### src/rtl/col_switch_sequencer.sv
// Break-before-make sequencer: turns READ/SET/RESET commands into timed,
// mutually exclusive enables for SWref, SWc_plus and SWc_minus.
module col_switch_sequencer #(
    parameter int unsigned DEAD_CYC = 2,
    parameter int unsigned WIDTH_W  = 8,
    parameter int unsigned REP_W    = 4
) (
    input  logic               wb_clk_i,
    input  logic               wb_rst_n,
    input  logic               cmd_valid,
    output logic               cmd_ready,
    input  logic [1:0]         cmd_op,
    input  logic [WIDTH_W-1:0] cmd_width,
    input  logic [REP_W-1:0]   cmd_reps,
    input  logic               abort,
    output logic               SWref,
    output logic               SWc_plus,
    output logic               SWc_minus,
    output logic               busy,
    output logic               done,
    output logic               aborted,
    output logic               err,
    output logic [REP_W-1:0]   pulse_cnt
);

    localparam int unsigned DCNT_W = (DEAD_CYC > 1) ? $clog2(DEAD_CYC) : 1;
    localparam logic [DCNT_W-1:0] DEAD_LAST = DCNT_W'(DEAD_CYC - 1);

    typedef enum logic [2:0] {
        S_IDLE,
        S_GUARD_PRE,
        S_PULSE,
        S_GUARD_POST,
        S_ABORT_GUARD,
        S_DONE
    } state_t;

    state_t             state;
    logic [1:0]         op_q;
    logic [WIDTH_W-1:0] width_q;
    logic [WIDTH_W-1:0] wcnt;
    logic [REP_W-1:0]   reps_left;
    logic [DCNT_W-1:0]  dcnt;
    logic [2:0]         sw_q;

    // {minus, plus, ref} one-hot enable for a latched opcode
    function automatic logic [2:0] sw_sel(input logic [1:0] op);
        case (op)
            2'd0:    sw_sel = 3'b001;
            2'd1:    sw_sel = 3'b010;
            2'd2:    sw_sel = 3'b100;
            default: sw_sel = 3'b000;
        endcase
    endfunction

    assign cmd_ready = (state == S_IDLE);
    assign SWref     = sw_q[0];
    assign SWc_plus  = sw_q[1];
    assign SWc_minus = sw_q[2];

    always_ff @(posedge wb_clk_i or negedge wb_rst_n) begin
        if (!wb_rst_n) begin
            state     <= S_IDLE;
            op_q      <= 2'd0;
            width_q   <= '0;
            wcnt      <= '0;
            reps_left <= '0;
            dcnt      <= '0;
            sw_q      <= 3'b000;
            busy      <= 1'b0;
            done      <= 1'b0;
            aborted   <= 1'b0;
            err       <= 1'b0;
            pulse_cnt <= '0;
        end else begin
            err <= 1'b0;
            case (state)
                S_IDLE: begin
                    if (cmd_valid) begin
                        if (cmd_op == 2'd3 || cmd_width == '0) begin
                            err <= 1'b1;
                        end else begin
                            op_q      <= cmd_op;
                            width_q   <= cmd_width;
                            reps_left <= (cmd_reps == '0) ? REP_W'(1) : cmd_reps;
                            pulse_cnt <= '0;
                            busy      <= 1'b1;
                            aborted   <= 1'b0;
                            dcnt      <= DEAD_LAST;
                            state     <= S_GUARD_PRE;
                        end
                    end
                end
                S_GUARD_PRE, S_PULSE, S_GUARD_POST: begin
                    if (abort) begin
                        // a pulse aborted on its final high cycle still counts as full
                        if (state == S_PULSE && wcnt == '0)
                            pulse_cnt <= pulse_cnt + REP_W'(1);
                        sw_q  <= 3'b000;
                        dcnt  <= DEAD_LAST;
                        state <= S_ABORT_GUARD;
                    end else if (state == S_PULSE) begin
                        if (wcnt == '0) begin
                            sw_q      <= 3'b000;
                            pulse_cnt <= pulse_cnt + REP_W'(1);
                            dcnt      <= DEAD_LAST;
                            state     <= S_GUARD_POST;
                        end else begin
                            wcnt <= wcnt - WIDTH_W'(1);
                        end
                    end else if (dcnt != '0) begin
                        dcnt <= dcnt - DCNT_W'(1);
                    end else if (state == S_GUARD_PRE || reps_left > REP_W'(1)) begin
                        if (state == S_GUARD_POST)
                            reps_left <= reps_left - REP_W'(1);
                        sw_q  <= sw_sel(op_q);
                        wcnt  <= width_q - WIDTH_W'(1);
                        state <= S_PULSE;
                    end else begin
                        done  <= 1'b1;
                        state <= S_DONE;
                    end
                end
                S_ABORT_GUARD: begin
                    if (dcnt == '0) begin
                        done    <= 1'b1;
                        aborted <= 1'b1;
                        state   <= S_DONE;
                    end else begin
                        dcnt <= dcnt - DCNT_W'(1);
                    end
                end
                S_DONE: begin
                    done    <= 1'b0;
                    aborted <= 1'b0;
                    busy    <= 1'b0;
                    state   <= S_IDLE;
                end
                default: begin
                    sw_q    <= 3'b000;
                    busy    <= 1'b0;
                    done    <= 1'b0;
                    aborted <= 1'b0;
                    state   <= S_IDLE;
                end
            endcase
        end
    end

endmodule

### config.mk
export PLATFORM = sky130hd
export DESIGN_NAME = col_switch_sequencer
export DESIGN_NICKNAME = d
export VERILOG_FILES = /design/src/rtl/col_switch_sequencer.sv
export SDC_FILE = /design/constraint.sdc
export NUM_CORES = 1
export LEC_CHECK = 0
export ABC_AREA = 1
export BUFFER_PORTS_ARGS = -buffer_cell sky130_fd_sc_hd__buf_4
export CORE_UTILIZATION = 57
export DETAILED_ROUTE_END_ITERATION = 6
export PLACE_DENSITY = 0.79
export SYNTH_ARGS = -nofsm -noshare
export SYNTH_HDL_FRONTEND = slang
export SYNTH_SLANG_ARGS = --single-unit
### constraint.sdc
create_clock -name wb_clk_i -period 2.4 [get_ports wb_clk_i]
set_clock_uncertainty 0.05 [all_clocks]
set_input_delay 0 -clock wb_clk_i [delete_from_list [all_inputs] [get_ports wb_clk_i]]
set_output_delay 0 -clock wb_clk_i [all_outputs]
set_load 0.01 [all_outputs]
# [Word-level counts from Yosys, hierarchy flattened]
# Cells that the tools add are included.
[op_classes] n_bitwise=6 add_sub_neg=5 mux=56 n_lt_le_gt_ge=1 reduce_logical=24 eq_ne=25
[op_table] op="4-bit two-way mux" n=14
[op_table] op="3-bit two-way mux" n=13
[op_table] op="8-bit two-way mux" n=4
[op_table] op="2-bit inequality test, second input constant" n=10
[op_table] op="3-bit one-hot mux with 3 select lines" n=2
[op_table] op="8-bit logical NOT" n=2
[op_table] op="1-bit two-way mux" n=16
[op_table] op="4-bit one-hot mux with 2 select lines" n=2
[op_table] op="8-bit by 1-bit subtractor with 8-bit output, second input constant" n=2
[op_table] op="4-bit inequality test, second input constant" n=3
[op_table] op="4-bit AND reduction" n=3
[op_table] op="6-bit AND reduction" n=2
[op_table] op="5-bit AND reduction" n=2
[op_table] op="3-bit inequality test, second input constant" n=3
[op_table] op="1-bit one-hot mux with 3 select lines" n=3
[op_table] op="8-bit AND reduction" n=1
[op_table] op="3-bit by 2-bit == test with 1-bit output, second input constant" n=2
[op_table] op="3-bit == test, second input constant" n=2
[op_table] op="1-bit NOT" n=6
[op_table] op="3-bit one-hot mux with 2 select lines" n=1
[op_table] op="3-bit AND reduction" n=2
[op_table] op="3-bit OR reduction" n=2
[op_table] op="4-bit by 1-bit adder with 4-bit output, second input constant" n=1
[op_table] op="2-bit == test, second input constant" n=2
[op_table] op="other kinds (15)" n=17
[word_totals] ff_bits=37 elab_cells=129

# [Logic depth before layout (Yosys ltp)]
# Gate-level depths: netlist of run 1.
[logic_depth] word_depth=7 ltp_mapped=13 mapped_depth_nobuf=12

# [Worst setup path before layout of run 1]
# No wires, ideal clock.
[synth_path] kind="reg2reg" from="register state[0]" to="register wcnt[2]" n_path_buf=1 setup_ps=125 setup_slack_ps=554 path_stages_with_launch=11 arrival_ps=1671 path_cell_list="dfrtp_1 inv_2 nand3_2 buf_6 o21ai_0 inv_1 ha_1 nand2_1 inv_1 o21ai_0 o21ai_1"
[synth_between] elab_chain_cells=4 word_cells_on_any_way=10 cone_classes="eq/ne: 5; mux: 1; reduce/logical: 4"
[synth_lines] item="start, declared" line_no="38" source="state_t state;"
[synth_lines] item="start signal, assigned" line_no="63" source="state <= S_IDLE;"
[synth_lines] item="start signal, assigned" line_no="90" source="state <= S_GUARD_PRE;"
[synth_lines] item="start signal, assigned" line_no="101" source="state <= S_ABORT_GUARD;"
[synth_lines] item="3-bit by 1-bit == test with 1-bit output" line_no="77, 113"
[synth_lines] item="1-bit logical OR" line_no="113" source="end else if (state == S_GUARD_PRE || reps_left > REP_W'(1)) begin"
[synth_lines] item="2-bit nonzero test (no line)"
[synth_lines] item="5-bit AND reduction (no line)"
[synth_lines] item="end signal, assigned" line_no="109" source="wcnt <= wcnt - WIDTH_W'(1);"
[synth_lines] item="end signal, assigned" line_no="117" source="wcnt <= width_q - WIDTH_W'(1);"
[synth_lines] item="end, declared" line_no="41" source="logic [WIDTH_W-1:0] wcnt;"
# Several ways; a longest one is shown, not always the timed one.
# A chain may end at the register's enable or synchronous reset.

# [Worst setup path in the final report of run 1]
[layout_path] from="register state[0]" to="register width_q[3]"
[layout_between] elab_chain_cells=2
[layout_lines] item="3-bit logical NOT" line_no="77" source="case (state)"
[layout_lines] item="3-bit AND reduction (no line)"
[layout_lines] item="end signal, assigned" line_no="84" source="width_q <= cmd_width;"
[layout_lines] item="end, declared" line_no="40" source="logic [WIDTH_W-1:0] width_q;"
# Every way passes these cells.

==> flow_summary.yaml, run 1 <==
outcome:
  outcome: "complete, no violations"
pwr:
  p_int_mw: 1.907
  p_per_area_nw_per_um2: 1276
  ir_drop_v: 0.0008486
  power_mw: 3.497
  combPwrFrac: 0.503
  leakage_nw: 1.521
  clockPowerShare: 0.185
  seqPwrFrac: 0.313
  p_sw_frac: 0.4547
  switchingPower_mw: 1.590
final_layout:
  fillers: 299
  final_common_cell: "nand2_1"
  drive_above_1_share: 0.1585
  regArea_um2: 925.9
  fin_nets: 387
  area.growth.synth_to_final_pct: 22.47
  mostFrequentLayoutCells: "nand2_1, inv_1, dfrtp_1, nand3_1, buf_4"
  antenna_cells: 0
  multiInputGateArea_um2: 1101
  fin_cells: 414
hold_path:
  min_path_cells: 5
  hold_path_end: "reps_left[3]$_DFFE_PN0P_"
  hp-start: "cmd_reps[3]"
  hp-class: "in2reg"
floorplanning:
  ios: 30
  die_x_um: 64.67
  fp.dieH_um: 64.67
  start_util: 0.6024
  core_area_um2: 3716
  die_area_um2: 4182
  fp-row-count: 22
logic_synthesis:
  synth_cells: 321
  async_flop_share: 1.000
  syn_area_um2: 2238
  syn_avg_cell_area_um2: 6.973
  synth_seq_cells: 37
  ys.flop_type: "dfrtp_1"
  synth_nets: 343
  synth_edf_count: 0
  yosysWarnings: 0
  ys_seq_area_frac: 0.4136
  synth_cell_type_count: 26
detailed_routing:
  drt-initial-drc-count: 144
  vias_per_cell: 5.222
  num_vias: 2162
  ant_nets: 0
  wire_per_inst_um: 12.28
  drtPass1Iterations: 5
  drt-total-wl_mm: 5.082
  drc: 0
place:
  dp_worst_setup_slack_ps: 202.4
  place.port_buffers: 29
  place_congestion: 0.9463
  place_inst: 393
  hpwl_mm: 3.557
worst_setup_path:
  timing.rr.start: "state[0]$_DFFE_PN0P_"
  cp_max_fo: 12
  crit_required_ps: 2530
  critPathArrivalTime_ps: 2290
  critPathSlowestCell: "dfrtp_1"
  cpPeakStageDelay_ps: 470
  end_kind: "register"
  worst_path_most_repeated_cell: "nand2_1"
  r2r_end: "width_q[3]$_DFFE_PN0P_"
  r2r_slack_ps: 240
  start_kind: "register"
  crit_chain: "nor2_2 > nor2_4 > inv_2 > nand2_1 > a21oi_2 > nand2_1 > nand2_1 > nand2_1"
  path_class: "reg2reg"
  r2r_cells: 8
cts:
  htreeDepth: 2
  cts_tree: "yes"
  clk_latency_ps: 290
  clk_pin_slew_ps: 70
  cts_setup_buffers: 0
  cts_buffers: 5
  cts_sinks: 37
  clockBufferDepth: 2
  cts_root_buf: "clkbuf_8"
flow_run:
  cap_violations: 0
sta:
  fin_crit_sh: 0.8993
  period_needed_ps: 2158
  max_slew_margin: 0.6930
  setup_viol: 0
  worst_slack_ps: 241.7
  drv_slew: 0
  clock.fmax_ghz: 0.4633
  worst_pin_slew_ps: 460.5
  final_hold_viol_count: 0
  fin_tns_setup_ps: 0
  rsz0062_at_grt: "no"
global_route:
  grt_pass1_wl_mm: 8.832
  grt_pass1_vias: 2038
  grt_max_degree: 38
  antenna_found_initial: 0
  track_usage: 0.2756
  grt_overflow_total: 0
how the worst max path moves through the flow:
stage | endpoint | slack, ps | cells after the start | from
2_1_floorplan | wcnt[2]$_DFFE_PN0P_ | 550 | 10 | state[0]$_DFFE_PN0P_
3_3_place_gp | wcnt[2]$_DFFE_PN0P_ | 220 | 9 | state[2]$_DFFE_PN0P_
3_5_place_dp | wcnt[6]$_DFFE_PN0P_ | 200 | 11 | state[2]$_DFFE_PN0P_
4_1_cts | wcnt[6]$_DFFE_PN0P_ | 200 | 11 | state[2]$_DFFE_PN0P_
5_1_grt | width_q[1]$_DFFE_PN0P_ | 2 | 8 | state[0]$_DFFE_PN0P_
6_report | width_q[3]$_DFFE_PN0P_ | 240 | 8 | state[0]$_DFFE_PN0P_
stage by stage:
stage	hold slack, ps	cell area (um^2)	utilization
detailed placement	-61.07	2477	0.6667
finish	21.56	2741	0.7377
global placement	-65.50	2477	0.6667
global route	63.64	2741	0.7377
floorplan	-345.6	2238	-
CTS	21.30	2741	0.7377
Yosys cell counts, types with 3 or more instances:
master	count	area share
nand2_1	112	0.19
inv_1	40	0.067
dfrtp_1	37	0.41
nand3_1	36	0.080
nor2_1	23	0.039
o21ai_0	17	0.038
a21oi_1	7	0.016
nor2_2	6	0.017
o21ai_1	5	0.011
buf_4	4	0.013
ha_1	4	0.022
inv_2	4	0.0067
nand2_2	3	0.0084
nand3b_1	3	0.010
nand4_1	3	0.0084
nor3_1	3	0.0067
critical path, delay by kind of cell (launching register included):
family	cells	cell delay (ps)
simple gates	6	1010
flops	1	470
compound gates	1	370
buf+inv	1	140
logic make-up after synthesis:
logic type | after synthesis | synth area share
simple gates | 194 | 0.3790
buf+inv | 50 | 0.09446
flops | 37 | 0.4136
compound gates | 34 | 0.08272
fa+ha+maj | 4 | 0.02236
xor+xnor | 2 | 0.007827
power groups by stage:
stage,Sequential (mW),Combinational [mW],Clock [mW]
6_report,1.09,1.76,0.645
4_1_cts,1.09,1.75,0.650
3_5_place_dp,1.10,1.72,0
2_1_floorplan,1.07,1.35,0
5_1_grt,1.13,2.05,0.670
3_3_place_gp,1.09,1.68,0
repair_timing:
action	4_1_cts	5_1_grt
hold endpoints to repair	48	0
setup endpoints to repair	0	3
hold buffers	13	0
resized for setup	0	1
metal layers:
metal | part of all wire | track usage
met1 | 0.48 | 0.3695
met2 | 0.45 | 0.4395
met3 | 0.047 | 0.03873
met4 | 0.021 | 0.1278
met5 | 0 | 0
final cells by class:
type,count,area share
Timing Repair Buffer,43,0.1296
Tap cell,48,0.02191
Multi-Input combinational cell,234,0.4016
Clock inverter,3,0.02373
Sequential cell,37,0.3377
Clock buffer,5,0.02510
Inverter,44,0.06025
sequential cells by signal, summed over array words and instances (netlist names), 2 cells and up:
signal and cells:
wcnt 8, pulse_cnt 4, width_q 8, state 3
sw_q 3, reps_left 4, op_q 2
Note: power is estimated with default switching activity, not from simulation.
==> run 2, diff against run 1 <==
--- a/config.mk
+++ b/config.mk
@@ -9,7 +9,7 @@
 export BUFFER_PORTS_ARGS = -buffer_cell sky130_fd_sc_hd__buf_4
 export CORE_UTILIZATION = 57
 export DETAILED_ROUTE_END_ITERATION = 6
-export PLACE_DENSITY = 0.79
+export PLACE_DENSITY_LB_ADDON = 0.08
 export SYNTH_ARGS = -nofsm -noshare
 export SYNTH_HDL_FRONTEND = slang
 export SYNTH_SLANG_ARGS = --single-unit
==> flow_summary.yaml, run 2 (same netlist as run 1, synthesis figures left out) <==
outcome:
  outcome: "complete, no violations"
detailed_routing:
  drt-initial-drc-count: 158
  drc: 0
  ant_nets: 0
  vias_per_cell: 5.141
  drtPass1Iterations: 4
  wire_per_inst_um: 11.75
  num_vias: 2118
  drt-total-wl_mm: 4.843
final_layout:
  final_area_um2: 2681
  antenna_cells: 0
  fin_nets: 387
  mostFrequentLayoutCells: "nand2_1, inv_1, dfrtp_1, nand3_1, buf_4"
  drive_above_1_share: 0.1538
  area.growth.synth_to_final_pct: 19.79
  fillers: 310
  reg.largest.list: "wcnt x8, width_q x8"
  final_common_cell: "nand2_1"
  final_core_util: 0.7215
global_route:
  grt_max_degree: 38
  grt_use_met2: 0.4447
  top_usage_layer: "met2"
  use_met1: 0.3447
  antenna_found_initial: 0
  grt_pass1_vias: 1942
  track_usage: 0.2684
  gr-usage-met3: 0.06690
  grt_pass1_wl_mm: 8.514
  grt_overflow_total: 0
floorplanning:
  die_area_um2: 4182
  core_area_um2: 3716
  ios: 30
  fp.dieH_um: 64.67
  fp-row-count: 22
  start_util: 0.6024
  die_x_um: 64.67
place:
  place.port_buffers: 29
  place_congestion: 0.8927
  dp_worst_setup_slack_ps: 181.3
  placed_area_um2: 2477
  hpwl_mm: 3.564
sta:
  period_needed_ps: 2155
  setup_viol: 0
  rsz0062_at_grt: "no"
  drv_slew: 0
  max_slew_margin: 0.6735
  worst_pin_slew_ps: 489.8
  clock.fmax_ghz: 0.4640
  final_hold_viol_count: 0
  fin_crit_sh: 0.8980
  fin_tns_setup_ps: 0
  worst_slack_ps: 244.8
  holdWs_ps: 25.71
worst_setup_path:
  end_kind: "register"
  crit_required_ps: 2530
  critPathArrivalTime_ps: 2280
  cp_max_fo: 12
  worst_path_most_repeated_cell: "nand2_1"
  start_kind: "register"
  critPathSlowestCell: "dfrtp_1"
  crit_chain: "nor2_2 > nor2_4 > inv_2 > nand2_1 > a21oi_2 > nand2_1 > nand2_1 > nand2_1"
  path_class: "reg2reg"
  cpPeakStageDelay_ps: 450
flow_run:
  cap_violations: 0
cts:
  clockBufferDepth: 2
  clk_latency_ps: 280
  cts_buffers: 5
  cts_tree: "yes"
  htreeDepth: 2
  cts_sinks: 37
  cts_root_buf: "clkbuf_8"
  clk_pin_slew_ps: 70
pwr:
  leakage_nw: 1.493
  p_per_area_nw_per_um2: 1203
  ir_drop_v: 0.0006813
hold_path:
  hp-class: "in2reg"
==> run 2: cell count changes in the layout (fill, tap and decap cells not counted), sizes merged <==
cell	delta
bufinv	-2
==> run 2: worst max-delay path, delay by kind of cell (launching register included) <==
family | cells | cell delay, ps
flops | 1 | 450
buf+inv | 1 | 160
compound gates | 1 | 390
simple gates | 6 | 1000
==> run 2: area by class of cell <==
type / instances / area, um^2 / area share
Inverter: 44 / 165.2 / 0.06160
Sequential cell: 37 / 925.9 / 0.3453
Timing Repair Buffer: 43 / 355.3 / 0.1325
Clock buffer: 5 / 68.82 / 0.02566
Clock inverter: 1 / 5.005 / 0.001867
Tap cell: 48 / 60.06 / 0.02240
Multi-Input combinational cell: 234 / 1101 / 0.4106
==> run 2: report_power, final <==
part	switching (mW)	leakage [nW]	internal, mW
sequential	0.200	0.467	0.882
combinational	1.14	0.985	0.615
clock	0.201	0.0399	0.191
total	1.54	1.49	1.69
==> run 2: what timing repair did <==
item / CTS / global route
hold buffers: 13 / 0
gates resized for setup: 0 / 1
endpoints found under the hold margin: 48 / 0
setup endpoints to repair: 0 / 3
setup buffers: 0 / 0
==> run 2: through the flow <==
step / cells / power, mW
2_1_floorplan: 321 / 2.412
4_1_cts: 412 / 3.223
6_report: 412 / 3.225
3_5_place_dp: 393 / 2.809
3_3_place_gp: 393 / 2.775
5_1_grt: 412 / 3.575
==> run 2: final timing paths <==
kind	startpoint	endpoint	slack, ps	cells past startpoint
setup reg to reg	state[1]$_DFFE_PN0P_	op_q[1]$_DFFE_PN0P_	240	8
hold reg to reg	sw_q[1]$_DFFE_PN0P_	sw_q[1]$_DFFE_PN0P_	420	2
setup / recovery	state[1]$_DFFE_PN0P_	op_q[1]$_DFFE_PN0P_	240	8
hold / removal	cmd_reps[1]	reps_left[1]$_DFFE_PN0P_	30	3
max in group asynchronous	wb_rst_n	state[0]$_DFFE_PN0P_	1820	2
min in group asynchronous	wb_rst_n	wcnt[5]$_DFFE_PN0P_	160	2
==> run 2: metal layers <==
layer / share of wire / vias to the layer above
li1: - / 1092
met3: 0.062 / 4
met2: 0.47 / 76
met4: 0.0083 / 0
met1: 0.46 / 946
met5: 0 / -
